`config.mk`:
```
export PLATFORM = sky130hd
export DESIGN_NAME = axil_axis_responder_flat
export DESIGN_NICKNAME = d
export VERILOG_FILES = /design/src/rtl/axil_axis_pkg.sv /design/src/rtl/axil_axis_responder_if.sv /design/src/rtl/sync_fifo.sv /design/src/rtl/axil_axis_responder.sv /design/src/flat_wrapper.sv
export SDC_FILE = /design/constraint.sdc
export NUM_CORES = 1
export LEC_CHECK = 0
export BUFFER_PORTS_ARGS = -buffer_cell sky130_fd_sc_hd__buf_4
export CORE_MARGIN = 4
export CORE_UTILIZATION = 65
export CTS_BUF_LIST = sky130_fd_sc_hd__clkbuf_4 sky130_fd_sc_hd__clkbuf_8 sky130_fd_sc_hd__clkbuf_16
export CTS_CLUSTER_DIAMETER = 200
export DETAILED_ROUTE_END_ITERATION = 10
export HOLD_SLACK_MARGIN = 0.02
export PLACE_DENSITY = 0.9
export SETUP_SLACK_MARGIN = 0.02
export SLEW_MARGIN = 20
export SYNTH_ARGS = -nofsm -noshare
export SYNTH_HDL_FRONTEND = slang
export SYNTH_HIERARCHICAL = 1
export SYNTH_SLANG_ARGS = --single-unit
```
`constraint.sdc`:
```
create_clock -name wb_clk_i -period 10.3 [get_ports wb_clk_i]
set_clock_uncertainty 0.1 [all_clocks]
set_input_delay 2.06 -clock wb_clk_i [delete_from_list [all_inputs] [get_ports wb_clk_i]]
set_output_delay 2.06 -clock wb_clk_i [all_outputs]
set_load 0.01 [all_outputs]
```
`src/rtl/axil_axis_pkg.sv`:
```
// Shared register map, ap_ctrl bit positions, read-FSM encodings and defaults
// for the AXI-Lite controlled stream responder.
package axil_axis_pkg;

  localparam int unsigned ADDR_AP_CTRL  = 32'h00;
  localparam int unsigned ADDR_DATA_LEN = 32'h10;
  localparam int unsigned ADDR_OFFSET   = 32'h14;

  localparam int AP_START_BIT  = 0;
  localparam int AP_DONE_BIT   = 1;
  localparam int AP_IDLE_BIT   = 2;
  localparam int TLAST_ERR_BIT = 3;

  localparam int FIFO_DEPTH_DEFAULT = 4;

  localparam logic [1:0] R_IDLE = 2'd0;
  localparam logic [1:0] R_ADDR = 2'd1;
  localparam logic [1:0] R_DATA = 2'd2;

  typedef struct packed {
    logic tlast_err;
    logic ap_idle;
    logic ap_done;
    logic ap_start;
  } ap_ctrl_t;

  localparam ap_ctrl_t AP_CTRL_RESET = '{tlast_err: 1'b0, ap_idle: 1'b1,
                                         ap_done: 1'b0, ap_start: 1'b0};

  function automatic logic [31:0] ap_ctrl_word(input ap_ctrl_t c);
    logic [31:0] w;
    w                = '0;
    w[AP_START_BIT]  = c.ap_start;
    w[AP_DONE_BIT]   = c.ap_done;
    w[AP_IDLE_BIT]   = c.ap_idle;
    w[TLAST_ERR_BIT] = c.tlast_err;
    return w;
  endfunction

endpackage

```
`src/rtl/axil_axis_responder_if.sv`:
```
// Bundles the AXI-Lite slave port and both AXI-Stream ports of the responder.
interface axil_axis_responder_if #(
  parameter int pADDR_WIDTH = 12,
  parameter int pDATA_WIDTH = 32
);

  logic                   awvalid, awready;
  logic [pADDR_WIDTH-1:0] awaddr;
  logic                   wvalid, wready;
  logic [pDATA_WIDTH-1:0] wdata;
  logic                   arvalid, arready;
  logic [pADDR_WIDTH-1:0] araddr;
  logic                   rvalid, rready;
  logic [pDATA_WIDTH-1:0] rdata;
  logic                   ss_tvalid, ss_tready, ss_tlast;
  logic [pDATA_WIDTH-1:0] ss_tdata;
  logic                   sm_tvalid, sm_tready, sm_tlast;
  logic [pDATA_WIDTH-1:0] sm_tdata;

  modport master (
    output awvalid, awaddr, wvalid, wdata, arvalid, araddr, rready,
           ss_tvalid, ss_tdata, ss_tlast, sm_tready,
    input  awready, wready, arready, rvalid, rdata, ss_tready,
           sm_tvalid, sm_tdata, sm_tlast
  );

  modport slave (
    input  awvalid, awaddr, wvalid, wdata, arvalid, araddr, rready,
           ss_tvalid, ss_tdata, ss_tlast, sm_tready,
    output awready, wready, arready, rvalid, rdata, ss_tready,
           sm_tvalid, sm_tdata, sm_tlast
  );

endinterface

```
`src/rtl/sync_fifo.sv`:
```
// Single-clock FIFO with full/empty flags derived from an occupancy counter;
// push and pop may happen in the same cycle.
module sync_fifo #(
  parameter int WIDTH = 32,
  parameter int DEPTH = 4
) (
  input  logic             clk,
  input  logic             rst,
  input  logic             push,
  input  logic             pop,
  input  logic [WIDTH-1:0] din,
  output logic [WIDTH-1:0] dout,
  output logic             full,
  output logic             empty
);

  localparam int PTR_W = (DEPTH > 1) ? $clog2(DEPTH) : 1;

  logic [PTR_W-1:0] wr_ptr_q, wr_ptr_d, rd_ptr_q, rd_ptr_d;
  logic [PTR_W:0]   count_q, count_d;
  logic [WIDTH-1:0] mem_q [DEPTH];
  logic [WIDTH-1:0] mem_d [DEPTH];
  logic             do_push, do_pop;

  assign full    = (count_q == (PTR_W+1)'(DEPTH));
  assign empty   = (count_q == '0);
  assign do_push = push && !full;
  assign do_pop  = pop && !empty;
  assign dout    = mem_q[rd_ptr_q];

  // DEPTH is a power of two, so the pointers wrap naturally.
  always_comb begin
    mem_d    = mem_q;
    wr_ptr_d = wr_ptr_q;
    rd_ptr_d = rd_ptr_q;
    count_d  = count_q;
    if (do_push) begin
      mem_d[wr_ptr_q] = din;
      wr_ptr_d        = wr_ptr_q + PTR_W'(1);
    end
    if (do_pop) begin
      rd_ptr_d = rd_ptr_q + PTR_W'(1);
    end
    case ({do_push, do_pop})
      2'b10:   count_d = count_q + (PTR_W+1)'(1);
      2'b01:   count_d = count_q - (PTR_W+1)'(1);
      default: count_d = count_q;
    endcase
  end

  always_ff @(posedge clk) begin
    if (rst) begin
      wr_ptr_q <= '0;
      rd_ptr_q <= '0;
      count_q  <= '0;
    end else begin
      wr_ptr_q <= wr_ptr_d;
      rd_ptr_q <= rd_ptr_d;
      count_q  <= count_d;
    end
  end

  always_ff @(posedge clk) begin
    mem_q <= mem_d;
  end

endmodule

```
`src/rtl/axil_axis_responder.sv`:
```
// AXI-Lite controlled responder: accepts data_length stream beats, buffers them
// and re-emits each one with the programmed offset added.
module axil_axis_responder
  import axil_axis_pkg::*;
#(
  parameter int pADDR_WIDTH = 12,
  parameter int pDATA_WIDTH = 32,
  parameter int FIFO_DEPTH  = FIFO_DEPTH_DEFAULT
) (
  input  logic                 wb_clk_i,
  input  logic                 wb_rst_i,
  axil_axis_responder_if.slave bus
);

  logic                   wr_ready_q, wr_ready_d;
  logic [1:0]             rd_state_q, rd_state_d;
  logic [pDATA_WIDTH-1:0] rdata_q, rdata_d;
  logic                   rd_clr_done_q, rd_clr_done_d;
  ap_ctrl_t               ap_ctrl_q, ap_ctrl_d;
  logic [pDATA_WIDTH-1:0] data_length_q, data_length_d;
  logic [pDATA_WIDTH-1:0] offset_q, offset_d;
  logic [pDATA_WIDTH-1:0] in_count_q, in_count_d;
  logic [pDATA_WIDTH-1:0] out_count_q, out_count_d;

  logic                   wr_fire, rd_fire, push, pop;
  logic                   ss_tready, sm_tvalid, sm_tlast, fifo_full, fifo_empty;
  logic [pDATA_WIDTH-1:0] fifo_dout, last_index, rd_mux;

  assign wr_ready_d = bus.awvalid && bus.wvalid && !wr_ready_q;
  assign wr_fire    = bus.awvalid && bus.wvalid && wr_ready_q;
  assign rd_fire    = (rd_state_q == R_DATA) && bus.rready;
  assign last_index = data_length_q - pDATA_WIDTH'(1);
  assign ss_tready  = !ap_ctrl_q.ap_idle && (in_count_q < data_length_q) && !fifo_full;
  assign push       = bus.ss_tvalid && ss_tready;
  assign sm_tvalid  = !fifo_empty;
  assign sm_tlast   = sm_tvalid && (out_count_q == last_index);
  assign pop        = sm_tvalid && bus.sm_tready;

  assign bus.awready   = wr_ready_q;
  assign bus.wready    = wr_ready_q;
  assign bus.arready   = (rd_state_q == R_ADDR);
  assign bus.rvalid    = (rd_state_q == R_DATA);
  assign bus.rdata     = rdata_q;
  assign bus.ss_tready = ss_tready;
  assign bus.sm_tvalid = sm_tvalid;
  assign bus.sm_tdata  = fifo_dout + offset_q;
  assign bus.sm_tlast  = sm_tlast;

  sync_fifo #(
    .WIDTH (pDATA_WIDTH),
    .DEPTH (FIFO_DEPTH)
  ) u_fifo (
    .clk   (wb_clk_i),
    .rst   (wb_rst_i),
    .push  (push),
    .pop   (pop),
    .din   (bus.ss_tdata),
    .dout  (fifo_dout),
    .full  (fifo_full),
    .empty (fifo_empty)
  );

  always_comb begin
    rd_mux = '0;
    if (bus.araddr == pADDR_WIDTH'(ADDR_AP_CTRL)) begin
      rd_mux = pDATA_WIDTH'(ap_ctrl_word(ap_ctrl_q));
    end else if (bus.araddr == pADDR_WIDTH'(ADDR_DATA_LEN)) begin
      rd_mux = data_length_q;
    end else if (bus.araddr == pADDR_WIDTH'(ADDR_OFFSET)) begin
      rd_mux = offset_q;
    end
  end

  // ap_done is cleared only if the returned word actually showed it set.
  always_comb begin
    rd_state_d    = rd_state_q;
    rdata_d       = rdata_q;
    rd_clr_done_d = rd_clr_done_q;
    case (rd_state_q)
      R_IDLE: if (bus.arvalid) rd_state_d = R_ADDR;
      R_ADDR: begin
        if (bus.arvalid) begin
          rd_state_d    = R_DATA;
          rdata_d       = rd_mux;
          rd_clr_done_d = (bus.araddr == pADDR_WIDTH'(ADDR_AP_CTRL)) && ap_ctrl_q.ap_done;
        end else begin
          rd_state_d = R_IDLE;
        end
      end
      R_DATA: if (bus.rready) rd_state_d = R_IDLE;
      default: rd_state_d = R_IDLE;
    endcase
  end

  always_comb begin
    ap_ctrl_d          = ap_ctrl_q;
    ap_ctrl_d.ap_start = 1'b0;
    data_length_d      = data_length_q;
    offset_d           = offset_q;
    in_count_d         = in_count_q;
    out_count_d        = out_count_q;
    if (rd_fire && rd_clr_done_q) ap_ctrl_d.ap_done = 1'b0;
    if (ap_ctrl_q.ap_start && (data_length_q == '0)) begin
      ap_ctrl_d.ap_done = 1'b1;
      ap_ctrl_d.ap_idle = 1'b1;
    end
    if (wr_fire && ap_ctrl_q.ap_idle) begin
      if (bus.awaddr == pADDR_WIDTH'(ADDR_AP_CTRL)) begin
        if (bus.wdata[AP_START_BIT]) begin
          ap_ctrl_d   = '{tlast_err: 1'b0, ap_idle: 1'b0, ap_done: 1'b0, ap_start: 1'b1};
          in_count_d  = '0;
          out_count_d = '0;
        end
      end else if (bus.awaddr == pADDR_WIDTH'(ADDR_DATA_LEN)) begin
        data_length_d = bus.wdata;
      end else if (bus.awaddr == pADDR_WIDTH'(ADDR_OFFSET)) begin
        offset_d = bus.wdata;
      end
    end
    if (push) begin
      in_count_d = in_count_q + pDATA_WIDTH'(1);
      if (bus.ss_tlast != (in_count_q == last_index)) ap_ctrl_d.tlast_err = 1'b1;
    end
    if (pop) begin
      out_count_d = out_count_q + pDATA_WIDTH'(1);
      if (sm_tlast) begin
        ap_ctrl_d.ap_done = 1'b1;
        ap_ctrl_d.ap_idle = 1'b1;
      end
    end
  end

  always_ff @(posedge wb_clk_i) begin
    if (wb_rst_i) begin
      wr_ready_q    <= 1'b0;
      rd_state_q    <= R_IDLE;
      rdata_q       <= '0;
      rd_clr_done_q <= 1'b0;
      ap_ctrl_q     <= AP_CTRL_RESET;
      data_length_q <= '0;
      offset_q      <= '0;
      in_count_q    <= '0;
      out_count_q   <= '0;
    end else begin
      wr_ready_q    <= wr_ready_d;
      rd_state_q    <= rd_state_d;
      rdata_q       <= rdata_d;
      rd_clr_done_q <= rd_clr_done_d;
      ap_ctrl_q     <= ap_ctrl_d;
      data_length_q <= data_length_d;
      offset_q      <= offset_d;
      in_count_q    <= in_count_d;
      out_count_q   <= out_count_d;
    end
  end

endmodule
```
`src/flat_wrapper.sv`:
```
// flat-port wrapper written by rule: the top's interface ports become plain ports
module axil_axis_responder_flat import axil_axis_pkg::*;
#(
  parameter int pADDR_WIDTH = 12,
  parameter int pDATA_WIDTH = 32,
  parameter int FIFO_DEPTH  = FIFO_DEPTH_DEFAULT
)
  (wb_clk_i, wb_rst_i, bus_awvalid, bus_awaddr, bus_wvalid, bus_wdata, bus_arvalid, bus_araddr, bus_rready, bus_ss_tvalid, bus_ss_tdata, bus_ss_tlast, bus_sm_tready, bus_awready, bus_wready, bus_arready, bus_rvalid, bus_rdata, bus_ss_tready, bus_sm_tvalid, bus_sm_tdata, bus_sm_tlast);
  axil_axis_responder_if #(.pADDR_WIDTH(pADDR_WIDTH), .pDATA_WIDTH(pDATA_WIDTH)) bus_i ();
  input  logic wb_clk_i;
  input  logic wb_rst_i;
  input wire logic [$bits(bus_i.awvalid)-1:0] bus_awvalid;
  input wire logic [$bits(bus_i.awaddr)-1:0] bus_awaddr;
  input wire logic [$bits(bus_i.wvalid)-1:0] bus_wvalid;
  input wire logic [$bits(bus_i.wdata)-1:0] bus_wdata;
  input wire logic [$bits(bus_i.arvalid)-1:0] bus_arvalid;
  input wire logic [$bits(bus_i.araddr)-1:0] bus_araddr;
  input wire logic [$bits(bus_i.rready)-1:0] bus_rready;
  input wire logic [$bits(bus_i.ss_tvalid)-1:0] bus_ss_tvalid;
  input wire logic [$bits(bus_i.ss_tdata)-1:0] bus_ss_tdata;
  input wire logic [$bits(bus_i.ss_tlast)-1:0] bus_ss_tlast;
  input wire logic [$bits(bus_i.sm_tready)-1:0] bus_sm_tready;
  output wire logic [$bits(bus_i.awready)-1:0] bus_awready;
  output wire logic [$bits(bus_i.wready)-1:0] bus_wready;
  output wire logic [$bits(bus_i.arready)-1:0] bus_arready;
  output wire logic [$bits(bus_i.rvalid)-1:0] bus_rvalid;
  output wire logic [$bits(bus_i.rdata)-1:0] bus_rdata;
  output wire logic [$bits(bus_i.ss_tready)-1:0] bus_ss_tready;
  output wire logic [$bits(bus_i.sm_tvalid)-1:0] bus_sm_tvalid;
  output wire logic [$bits(bus_i.sm_tdata)-1:0] bus_sm_tdata;
  output wire logic [$bits(bus_i.sm_tlast)-1:0] bus_sm_tlast;
  assign bus_i.awvalid = bus_awvalid;
  assign bus_i.awaddr = bus_awaddr;
  assign bus_i.wvalid = bus_wvalid;
  assign bus_i.wdata = bus_wdata;
  assign bus_i.arvalid = bus_arvalid;
  assign bus_i.araddr = bus_araddr;
  assign bus_i.rready = bus_rready;
  assign bus_i.ss_tvalid = bus_ss_tvalid;
  assign bus_i.ss_tdata = bus_ss_tdata;
  assign bus_i.ss_tlast = bus_ss_tlast;
  assign bus_i.sm_tready = bus_sm_tready;
  assign bus_awready = bus_i.awready;
  assign bus_wready = bus_i.wready;
  assign bus_arready = bus_i.arready;
  assign bus_rvalid = bus_i.rvalid;
  assign bus_rdata = bus_i.rdata;
  assign bus_ss_tready = bus_i.ss_tready;
  assign bus_sm_tvalid = bus_i.sm_tvalid;
  assign bus_sm_tdata = bus_i.sm_tdata;
  assign bus_sm_tlast = bus_i.sm_tlast;
  axil_axis_responder #(.pADDR_WIDTH(pADDR_WIDTH), .pDATA_WIDTH(pDATA_WIDTH), .FIFO_DEPTH(FIFO_DEPTH)) u_core (.wb_clk_i(wb_clk_i), .wb_rst_i(wb_rst_i), .bus(bus_i));
endmodule
```
# Word level (Yosys, flattened, before mapping)
# Cells that the tools add are included.
# classes
addsub	8
magnitude_cmp	4
n_eq_ne	14
n_mux	28
bitwise	5
reduce_logical	39
# op_table
cell	n
$mux 32	11
$bwmux 128	1
$add 32x1->32 const B	2
$bmux 32 s2	1
$demux 32 s2	1
$eq 32x32->1	2
$eq 12x5->1 const B	4
$add 32x32->32	1
$logic_not 32->1	1
$lt 32x32->1	1
$sub 32x1->32 const B	1
$logic_not 12->1	2
$logic_and 1x1->1	16
$reduce_bool 2->1	7
$mux 2	6
$mux 4	3
$reduce_and 3->1	3
$ge 3x3->1 const B	2
$not 2->3	2
$pmux 2 s3	1
$pmux 3 s2	1
$add 2x1->2 const B	2
$eq 2x1->1 const B	2
$eq 2x2->1 const B	2
other kinds (14)	23
# word_totals
ff_bits	303
output_inout_bits	71

# Depth between registers and ports, before layout
# Gate-level depths: netlist of the first run.
# depth
ltp_word	10
mapped_depth	19

# By module
# The synthesis of the first run kept the hierarchy.
# by_module_without_submodules
module	instances	cells_per_inst	area_per_inst_um2	seq_area_each_um2
axil_axis_responder	1	1514	11453.5	3363.2
sync_fifo	1	218	5153.7	3983.8

# Worst setup path after synthesis of the first run
# Ideal clock, no wire load.
# synth_path
path_kind	flip-flop to output port
start	register u_core.u_fifo.rd_ptr_q[0]
end	output port bus_sm_tdata[16]
arrival_time_ns	3.611
path_slack_ns	4.529
path_stages_with_launch	17
n_path_buf	2
cell_sequence	dfxtp_1 buf_6 buf_6 mux4_1 ha_1 inv_1 fa_1 nor2b_1 o21ai_0 a21boi_0 o21ai_0 a2111oi_0 o21a_1 nor2_1 or2_2 a311oi_1 xor2_1
# synth_via
elab_chain_cells	5
# synth_rtl
element	line	rtl
start, declared	sync_fifo.sv:19	logic [PTR_W-1:0] wr_ptr_q, wr_ptr_d, rd_ptr_q, rd_ptr_d;
start signal, assigned	sync_fifo.sv:58	rd_ptr_q <= rd_ptr_d;
$not 2->3 (implied by the code)	sync_fifo.sv:29	assign dout = mem_q[rd_ptr_q];
$bmux 32 s2	sync_fifo.sv:29	
$mux 32 (implied by the code) (2 in a row)	sync_fifo.sv:29	
via u_core.fifo_dout[0]	axil_axis_responder.sv:27	logic [pDATA_WIDTH-1:0] fifo_dout, last_index, rd_mux;
$add 32x32->32	axil_axis_responder.sv:46	assign bus.sm_tdata = fifo_dout + offset_q;
end, declared	flat_wrapper.sv:30	output wire logic [$bits(bus_i.sm_tdata)-1:0] bus_sm_tdata;
# The timed path passes the listed nets, and every way through them passes these cells. The select of a mux whose other input is x is not followed.

# Worst setup path in the final report of the first run
# layout_path
start	register u_core.u_fifo.rd_ptr_q[0]
end	output port bus_sm_tdata[26]
# Same word-level chain as after synthesis.

==> flow_summary.ini, run 1 <==
[timing]
finalHoldViolCount = 0
timing.final.crit_share_pct = 77.3
setup_viol = 0
worst_slew_pin_slew_ns = 1.11
fmax_mhz = 126
slew_violations = 0
post-route-min-period_ns = 7.96
finalSetupTns_ns = 0
rsz0062_at_grt = false
timing.final.ws_setup_ns = 2.34
slew_headroom_pct = 25.8

[clock_tree]
cts_resized = 0
cts-root-buf = clkbuf_16
cts_buffer_depth = 3
clk_pin_slew_worst_paths_ns = 0.07
insertion_delay_ns = 0.59
postCtsSetupRepairBufs = 0
cts.sinks = 303
hold_buffers = 0
cts.htree.levels = 1
cts_tree = done
cts_made_buffers = 30

[floorplan]
die_w_microns = 168
dieArea_sq_um = 28200
start_util_pct = 65.9
ios = 168
coreArea_sq_um = 25200
die_y_microns = 168
row_count = 58

[job]
maxCapViolations = 0

[final_layout]
seq_area_sq_um = 7350
fillCellCount = 1612
layout.cells.most_common = nand2_1
diodes = 0
drive_gt1_share_pct = 16.1
final_nets = 2007
area_growth_pct = 13.3
multi_input_area_sq_um = 8460
final_cell_mix = nand2_1, buf_4, dfxtp_1, a21oi_1, edfxtp_1

[detailed_routing]
vias_per_cell = 6.52
ant_nets = 0
drc_errors = 0
drtPass1Iterations = 6
drtIter0Drc = 1589
num_vias = 14300
wirelength_microns = 45700
wl_per_cell_microns = 20.8

[setup_path]
crit_type = reg2out
crit_required_ns = 8.14
worstPathMaxFanout = 32
cp-end-kind = primary output
arrival_ns = 5.80
critPathLaunchType = flip-flop

[synth]
synth_nets = 1902
synth_edf_count = 128
syn_inst = 1732
ys_seq_elements = 303
synth_top_flop_cell = dfxtp_1
syn-mean-instance-area_sq_um = 9.59
ys_seq_area_share_pct = 44.2
ys_async_sr_fraction_pct = 0
yosys_warnings = 6
synthesis.area_sq_um = 16600
synth.distinct_cells = 83

[global_route]
first_global_vias = 13800
grt_pass1_wl_microns = 72600
grt.overflow.total = 0
grt_max_degree = 110
antenna_found_initial = 2
grt_util_all_layers_pct = 31.4

[placement]
numPortBuffers = 167
dp_hpwl_microns = 31800
dp_slack_ns = 3.32
gp_congestion = 0.956

[power_and_ir_drop]
p_leak_uw = 0.00702
vdd_ir_drop_max_uv = 172
power-per-cell-area_nw_per_um2 = 131

[worst_hold_path]
min_path_type = reg2reg

[run_status]
status = completed
power breakdown:
part	total, uW	switching [uW]	internal, uW
Combinational	80.1	41.9	38.2
Clock	1130	482	650
Sequential	1260	4.18	1260
stage by stage:
stage / utilization, % / power (uW) / instance area (sq um) / hold slack (ns) / cells
after floorplan: - / 1310 / 16600 / 0.341 / 1732
after global placement: 70.6 / 1360 / 17800 / 0.360 / 2135
after detailed placement: 70.6 / 1360 / 17800 / 0.379 / 2135
after CTS: 74.7 / 2480 / 18800 / 0.392 / 2191
after global routing: 74.7 / 2540 / 18800 / 0.419 / 2191
final: 74.7 / 2470 / 18800 / 0.385 / 2191
critical path, stage by stage, from the launching register on:
cell and delay [ns]:
dfxtp_2 0.36, buf_4 0.49, mux4_2 0.58, ha_1 0.38, o21ai_0 0.14, a21boi_0 0.26, o21ai_0 0.19, a2111oi_0 0.94
a21boi_0 0.59, o21ai_0 0.59, a21o_1 0.24, a21oi_1 0.09, xnor2_1 0.19, buf_4 0.16
state kept, by name (all words and copies together) (netlist names):
signal	flops
u_core/u_fifo/rd_ptr_q	2
u_core/bus.rdata	32
u_core/rd_state_q	2
u_core/out_count_q	32
u_core/u_fifo/wr_ptr_q	2
u_core/bus.awready	1
u_core/u_fifo/mem_q	128
u_core/in_count_q	32
u_core/offset_q	32
u_core/ap_ctrl_q	4
u_core/data_length_q	32
u_core/u_fifo/count_q	3
u_core/rd_clr_done_q	1
layer usage:
layer	up-vias	GRT usage (%)	wire length [microns]
li1	6545	-	-
met1	6707	40.6	17200
met2	838	52.5	21800
met3	195	5.61	4350
met4	4	13.2	2230
met5	-	0	33
cells in the mapped netlist, types with 7 or more instances:
cell type	instances	share of area (%)
and2_1	11	0.41
o21ai_0	79	2.4
and3_1	15	0.57
dfxtp_1	175	21
a211oi_1	12	0.54
nand2_1	216	4.9
nor4_1	18	0.68
ha_1	71	5.3
o21a_1	8	0.36
nor2_1	127	2.9
a31oi_1	12	0.45
nor2b_1	13	0.49
a22oi_1	7	0.32
nand3_1	59	1.8
clkbuf_8	8	0.66
nand4_1	26	0.98
edfxtp_1	128	23
xnor2_1	75	4.0
nor3_1	57	1.7
a221oi_1	29	1.5
or3_1	18	0.68
a21oi_1	171	5.2
xor2_1	36	1.9
a21o_1	18	0.81
or2_2	19	0.72
nand3b_1	10	0.45
inv_1	60	1.4
nand2b_1	8	0.30
buf_6	7	0.47
mux4_1	26	4.1
or4_1	10	0.45
buf_2	10	0.30
clkbuf_1	75	1.7
o211ai_1	16	0.72
path summary, 6_finish.rpt:
path                                          start                                     to  slack, ns  cells past startpoint
max          u_core/u_fifo/rd_ptr_q[0]$_SDFFE_PP0P_                       bus_sm_tdata[26]       2.34                     13
max reg2reg   u_core/data_length_q[11]$_SDFFE_PP0P_  u_core/u_fifo/count_q[2]$_SDFFE_PP0P_       5.45                     18
min reg2reg           u_core/bus.awready$_SDFF_PP0_          u_core/bus.awready$_SDFF_PP0_       0.39                      1
min                   u_core/bus.awready$_SDFF_PP0_          u_core/bus.awready$_SDFF_PP0_       0.39                      1
area by class of cell:
class	count	area share [%]
Tap cell	330	2.19
Multi-Input combinational cell	1262	44.9
Timing Repair Buffer	179	7.14
Inverter	61	1.22
Sequential cell	303	39.0
Clock inverter	23	1.32
Clock buffer	33	4.14
cells by family (layout without fill, tap and decap cells):
family	Yosys count	in the layout	synth area share [%]
xor+xnor	111	111	5.85
fa+ha+maj	73	73	5.59
simple gates	652	652	19.9
buf+inv	167	296	4.91
mux	38	38	5.31
compound gates	388	388	14.1
flops	303	303	44.2
Power figures use the tool's default switching activity.
==> run 2, diff against run 1 <==
--- a/config.mk
+++ b/config.mk
@@ -7,12 +7,12 @@
 export LEC_CHECK = 0
 export BUFFER_PORTS_ARGS = -buffer_cell sky130_fd_sc_hd__buf_4
 export CORE_MARGIN = 4
-export CORE_UTILIZATION = 65
+export CORE_UTILIZATION = 54
 export CTS_BUF_LIST = sky130_fd_sc_hd__clkbuf_4 sky130_fd_sc_hd__clkbuf_8 sky130_fd_sc_hd__clkbuf_16
 export CTS_CLUSTER_DIAMETER = 200
 export DETAILED_ROUTE_END_ITERATION = 10
 export HOLD_SLACK_MARGIN = 0.02
-export PLACE_DENSITY = 0.9
+export PLACE_DENSITY = 0.8
 export SETUP_SLACK_MARGIN = 0.02
 export SLEW_MARGIN = 20
 export SYNTH_ARGS = -nofsm -noshare
==> constraint.sdc (replaced) <==
create_clock -name wb_clk_i -period 6.9 [get_ports wb_clk_i]
set_clock_uncertainty 0.1 [all_clocks]
set_input_delay 1.38 -clock wb_clk_i [delete_from_list [all_inputs] [get_ports wb_clk_i]]
set_output_delay 1.38 -clock wb_clk_i [all_outputs]
set_load 0.01 [all_outputs]
==> flow_summary.ini, run 2 (synthesized netlist as in run 1, its figures left out) <==
[global_route]
antenna_found_initial = 0
grt.overflow.total = 0
first_global_vias = 12900
grt_pass1_wl_microns = 68600
grt_max_degree = 76
grt_util_all_layers_pct = 24.8

[clock_tree]
hold_buffers = 0
clk_pin_slew_worst_paths_ns = 0.07
postCtsSetupRepairBufs = 0
cts.sinks = 303
cts.htree.levels = 1
cts-root-buf = clkbuf_16
cts_buffer_depth = 3
cts_tree = done
cts_made_buffers = 31
insertion_delay_ns = 0.58

[final_layout]
top_register = u_core/u_fifo/mem_q
seq_area_sq_um = 7350
final_nets = 2009
area_growth_pct = 14.0
multi_input_area_sq_um = 8470
diodes = 0
layout.cells.most_common = nand2_1
final_cell_mix = nand2_1, buf_4, dfxtp_1, a21oi_1, edfxtp_1
fillCellCount = 2373
drive_gt1_share_pct = 16.4
largest_register_ffs = 128

[floorplan]
ios = 168
row_count = 63
die_y_microns = 183
dieArea_sq_um = 33600
coreArea_sq_um = 30000
die_w_microns = 183
start_util_pct = 55.4

[timing]
setup_viol = 0
finalHoldViolCount = 0
slew_violations = 0
timing.final.ws_setup_ns = 0.360
worst_slew_pin_slew_ns = 0.847
post-route-min-period_ns = 6.54
finalSetupTns_ns = 0
slew_headroom_pct = 43.5
timing.final.crit_share_pct = 94.8
fmax_mhz = 153
rsz0062_at_grt = false

[detailed_routing]
wl_per_cell_microns = 19.2
vias_per_cell = 6.11
ant_nets = 0
wirelength_microns = 43200
num_vias = 13800
drtIter0Drc = 1153
drtPass1Iterations = 6
drc_errors = 0

[placement]
numPortBuffers = 167
dp_slack_ns = 0.710
dp_hpwl_microns = 31600
gp_congestion = 0.924

[setup_path]
critPathLaunchType = flip-flop
worstPathMaxFanout = 18
cp-end-kind = primary output
crit_required_ns = 5.42
crit_type = reg2out
slowest_delay_ns = 0.68
cp_slowest_cell = a311oi_1
crit_chain = buf_4, mux4_1, ha_1, and4_1, and4_1, o311ai_0, a311oi_1, a41o_1, a21o_1, a21o_1, a21oi_1, xnor2_1, buf_4
arrival_ns = 5.06

[run_status]
status = completed

[job]
maxCapViolations = 0

[power_and_ir_drop]
power-per-cell-area_nw_per_um2 = 194
p_leak_uw = 0.00704
vdd_ir_drop_max_uv = 307

[worst_hold_path]
min_path_type = reg2reg
## run 2: where the power goes
part | total (uW) | internal [uW] | switching (uW) | leakage (uW)
Clock | 1680 | 954 | 727 | 0.000495
Combinational | 121 | 57.4 | 63.1 | 0.00398
Sequential | 1880 | 1870 | 6.40 | 0.00256
Total | 3680 | 2880 | 797 | 0.00704
## run 2: critical path, delay by kind of cell (launching register included)
family / cells / cell delay [ns]
AOI/OAI and AO/OA: 6 / 1.56
xor gates and xnor gates: 1 / 0.21
adders and majority gates: 1 / 0.41
buffers and inverters: 2 / 0.56
DFF: 1 / 0.66
muxes: 1 / 0.60
and+or+nand+nor: 2 / 0.47
## run 2: stage by stage
stage          utilization, %  hold WS, ns  instances  total power (uW)  cell area [sq um]
6_report                 63.2        0.388       2254              3680              18900
5_1_grt                  63.2        0.405       2254              3800              18900
4_1_cts                  63.1        0.385       2254              3710              18900
3_5_place_dp             59.7        0.368       2196              2040              17900
3_3_place_gp             59.7        0.365       2196              2040              17900
2_1_floorplan               -        0.341       1732              1960              16600
## run 2: path summary, 6_finish.rpt
| check | cells after the start | from | slack, ns | endpoint |
|---|---|---|---|---|
| max | 13 | u_core/u_fifo/rd_ptr_q[0]$_SDFFE_PP0P_ | 0.36 | bus_sm_tdata[31] |
| min | 2 | u_core/offset_q[23]$_SDFFE_PP0P_ | 0.39 | u_core/offset_q[23]$_SDFFE_PP0P_ |
| max reg2reg | 18 | u_core/data_length_q[10]$_SDFFE_PP0P_ | 2.06 | u_core/u_fifo/count_q[2]$_SDFFE_PP0P_ |
| min reg2reg | 2 | u_core/offset_q[23]$_SDFFE_PP0P_ | 0.39 | u_core/offset_q[23]$_SDFFE_PP0P_ |
## run 2: area by class of cell
cell class                 instances  share of cell area [%]
inverter                          61                    1.21
timing repair buffer             180                    7.14
clock buffer                      38                    4.66
tap                              390                    2.58
sequential                       303                    38.8
multi-input combinational       1262                    44.7
clock inverter                    20                   0.859
## run 2: routing by layer
| metal | wire length (microns) | vias up | GRT usage [%] |
|---|---|---|---|
| met3 | 3080 | 77 | 3.29 |
| met5 | 0 | - | 0 |
| li1 | - | 6547 | - |
| met1 | 18300 | 6603 | 34.2 |
| met2 | 20800 | 549 | 41.9 |
| met4 | 1040 | 0 | 6.20 |
## run 2: timing repair
action,4_1_cts,5_1_grt
resized for setup,0,1
endpoints found under the setup margin,0,3
hold endpoints to repair,0,0
==> run 3, diff against run 2 <==
--- a/config.mk
+++ b/config.mk
@@ -6,13 +6,14 @@
 export NUM_CORES = 1
 export LEC_CHECK = 0
 export BUFFER_PORTS_ARGS = -buffer_cell sky130_fd_sc_hd__buf_4
+export CELL_PAD_IN_SITES_DETAIL_PLACEMENT = 1
+export CELL_PAD_IN_SITES_GLOBAL_PLACEMENT = 2
 export CORE_MARGIN = 4
-export CORE_UTILIZATION = 54
-export CTS_BUF_LIST = sky130_fd_sc_hd__clkbuf_4 sky130_fd_sc_hd__clkbuf_8 sky130_fd_sc_hd__clkbuf_16
+export CORE_UTILIZATION = 34
 export CTS_CLUSTER_DIAMETER = 200
 export DETAILED_ROUTE_END_ITERATION = 10
 export HOLD_SLACK_MARGIN = 0.02
-export PLACE_DENSITY = 0.8
+export PLACE_DENSITY = 0.79
 export SETUP_SLACK_MARGIN = 0.02
 export SLEW_MARGIN = 20
 export SYNTH_ARGS = -nofsm -noshare
==> flow_summary.ini, run 3 (synthesized netlist as in run 1, its figures left out) <==
[setup_path]
crit_chain = buf_4, mux4_1, ha_1, and4_1, and4_1, o311ai_0, a311oi_1, a41o_1, a21o_1, a21o_1, a21oi_1, xnor2_1, buf_4
r2r_start = u_core/data_length_q[0]$_SDFFE_PP0P_
slowest_delay_ns = 0.79
arrival_ns = 5.09
reg2reg_slack_ns = 2.46
cp_num_buf_inv = 2
cp-end-kind = primary output
path_depth = 13
worstPathMaxFanout = 19
reg2regPathDepth = 13
crit_type = reg2out
critPathLaunchType = flip-flop
crit_required_ns = 5.42
cpLargestDelayFamily = compound AO/OA/AOI/OAI gates
cp_slowest_cell = a311oi_1
critPathLaunch = u_core/u_fifo/rd_ptr_q[0]$_SDFFE_PP0P_

[detailed_routing]
drc_errors = 0
wirelength_microns = 52300
ant_nets = 0
wl_per_cell_microns = 21.0
num_vias = 13700
vias_per_cell = 5.50
drtIter0Drc = 801
drtPass1Iterations = 5

[power_and_ir_drop]
p_total_uw = 3920
p_leak_uw = 0.00713
power-per-cell-area_nw_per_um2 = 202
vdd_ir_drop_max_uv = 188

[clock_tree]
postCtsSetupRepairBufs = 0
cts_made_buffers = 36
insertion_delay_ns = 0.54
cts.sinks = 303
hold_buffers = 0
clk_pin_slew_worst_paths_ns = 0.06
cts_tree = done
cts-root-buf = clkbuf_16
cts.htree.levels = 2
cts_buffer_depth = 3
cts_resized = 0

[timing]
setup_viol = 0
worst_slew_pin_slew_ns = 1.13
slew_headroom_pct = 24.3
post-route-min-period_ns = 6.57
rsz0062_at_grt = false
slew_violations = 0
finalSetupTns_ns = 0
timing.final.crit_share_pct = 95.2
finalHoldViolCount = 0
fmax_mhz = 152

[floorplan]
die_w_microns = 229
coreArea_sq_um = 48000
die_y_microns = 229
dieArea_sq_um = 52400
start_util_pct = 34.6
ios = 168
row_count = 80

[placement]
gp_congestion = 0.852
numPortBuffers = 167
dp_hpwl_microns = 38600

[final_layout]
largest_register_ffs = 128
layout.cells.most_common = nand2_1
fillCellCount = 5498
final_cell_mix = nand2_1, buf_4, dfxtp_1, a21oi_1, edfxtp_1
final_nets = 2020
seq_area_sq_um = 7350
multi_input_area_sq_um = 8460
top_register = u_core/u_fifo/mem_q
area_growth_pct = 16.8
drive_gt1_share_pct = 16.2

[global_route]
grt_max_degree = 119
grt_util_all_layers_pct = 19.4
first_global_vias = 14400
antenna_found_initial = 3
grt_pass1_wl_microns = 82100
grt.overflow.total = 0

[worst_hold_path]
holdPathStages = 1
min_path_type = reg2reg
min_from = u_core/rd_state_q[1]$_SDFFE_PP0P_

[job]
maxCapViolations = 0

[run_status]
status = completed
-- run 3: where the power goes --
part / leakage, uW / switching [uW] / internal, uW
clock network: 0.000573 / 760 / 1160
logic: 0.00400 / 64.5 / 57.5
registers: 0.00256 / 7.01 / 1870
total: 0.00713 / 831 / 3090
-- run 3: layer usage --
metal | up-vias | global-route usage (%) | share of wire, %
met5 | - | 0 | 0.038
met1 | 6841 | 25.8 | 45
li1 | 6567 | - | -
met2 | 234 | 32.9 | 48
met4 | 2 | 5.40 | 2.5
met3 | 79 | 3.06 | 3.9
-- run 3: final cells by class --
| class | count | area share (%) |
|---|---|---|
| inverter | 61 | 1.18 |
| tap | 615 | 3.97 |
| clock buffer | 47 | 5.06 |
| timing repair buffer | 186 | 7.22 |
| multi-input combinational | 1262 | 43.6 |
| antenna | 2 | 0.0258 |
| sequential | 303 | 37.9 |
| clock inverter | 17 | 1.05 |
-- run 3: final timing paths --
path / end
worst min-delay path: u_core/rd_state_q[0]$_SDFFE_PP0P_
worst min register to register: u_core/rd_state_q[0]$_SDFFE_PP0P_
worst max-delay path: bus_sm_tdata[31]
worst max register to register: u_core/ap_ctrl_q[3]$_SDFF_PP0_
-- run 3: through the flow --
step	hold WS [ns]	util, %	setup slack [ns]	cell area [sq um]	std cells
6_report	0.381	40.4	0.331	19400	2493
5_1_grt	0.412	40.4	0.108	19400	2491
4_1_cts	0.380	40.4	0.318	19400	2491
3_5_place_dp	0.377	37.9	0.903	18200	2427
3_3_place_gp	0.370	37.9	1.01	18200	2427
2_1_floorplan	0.341	-	1.81	16600	1732
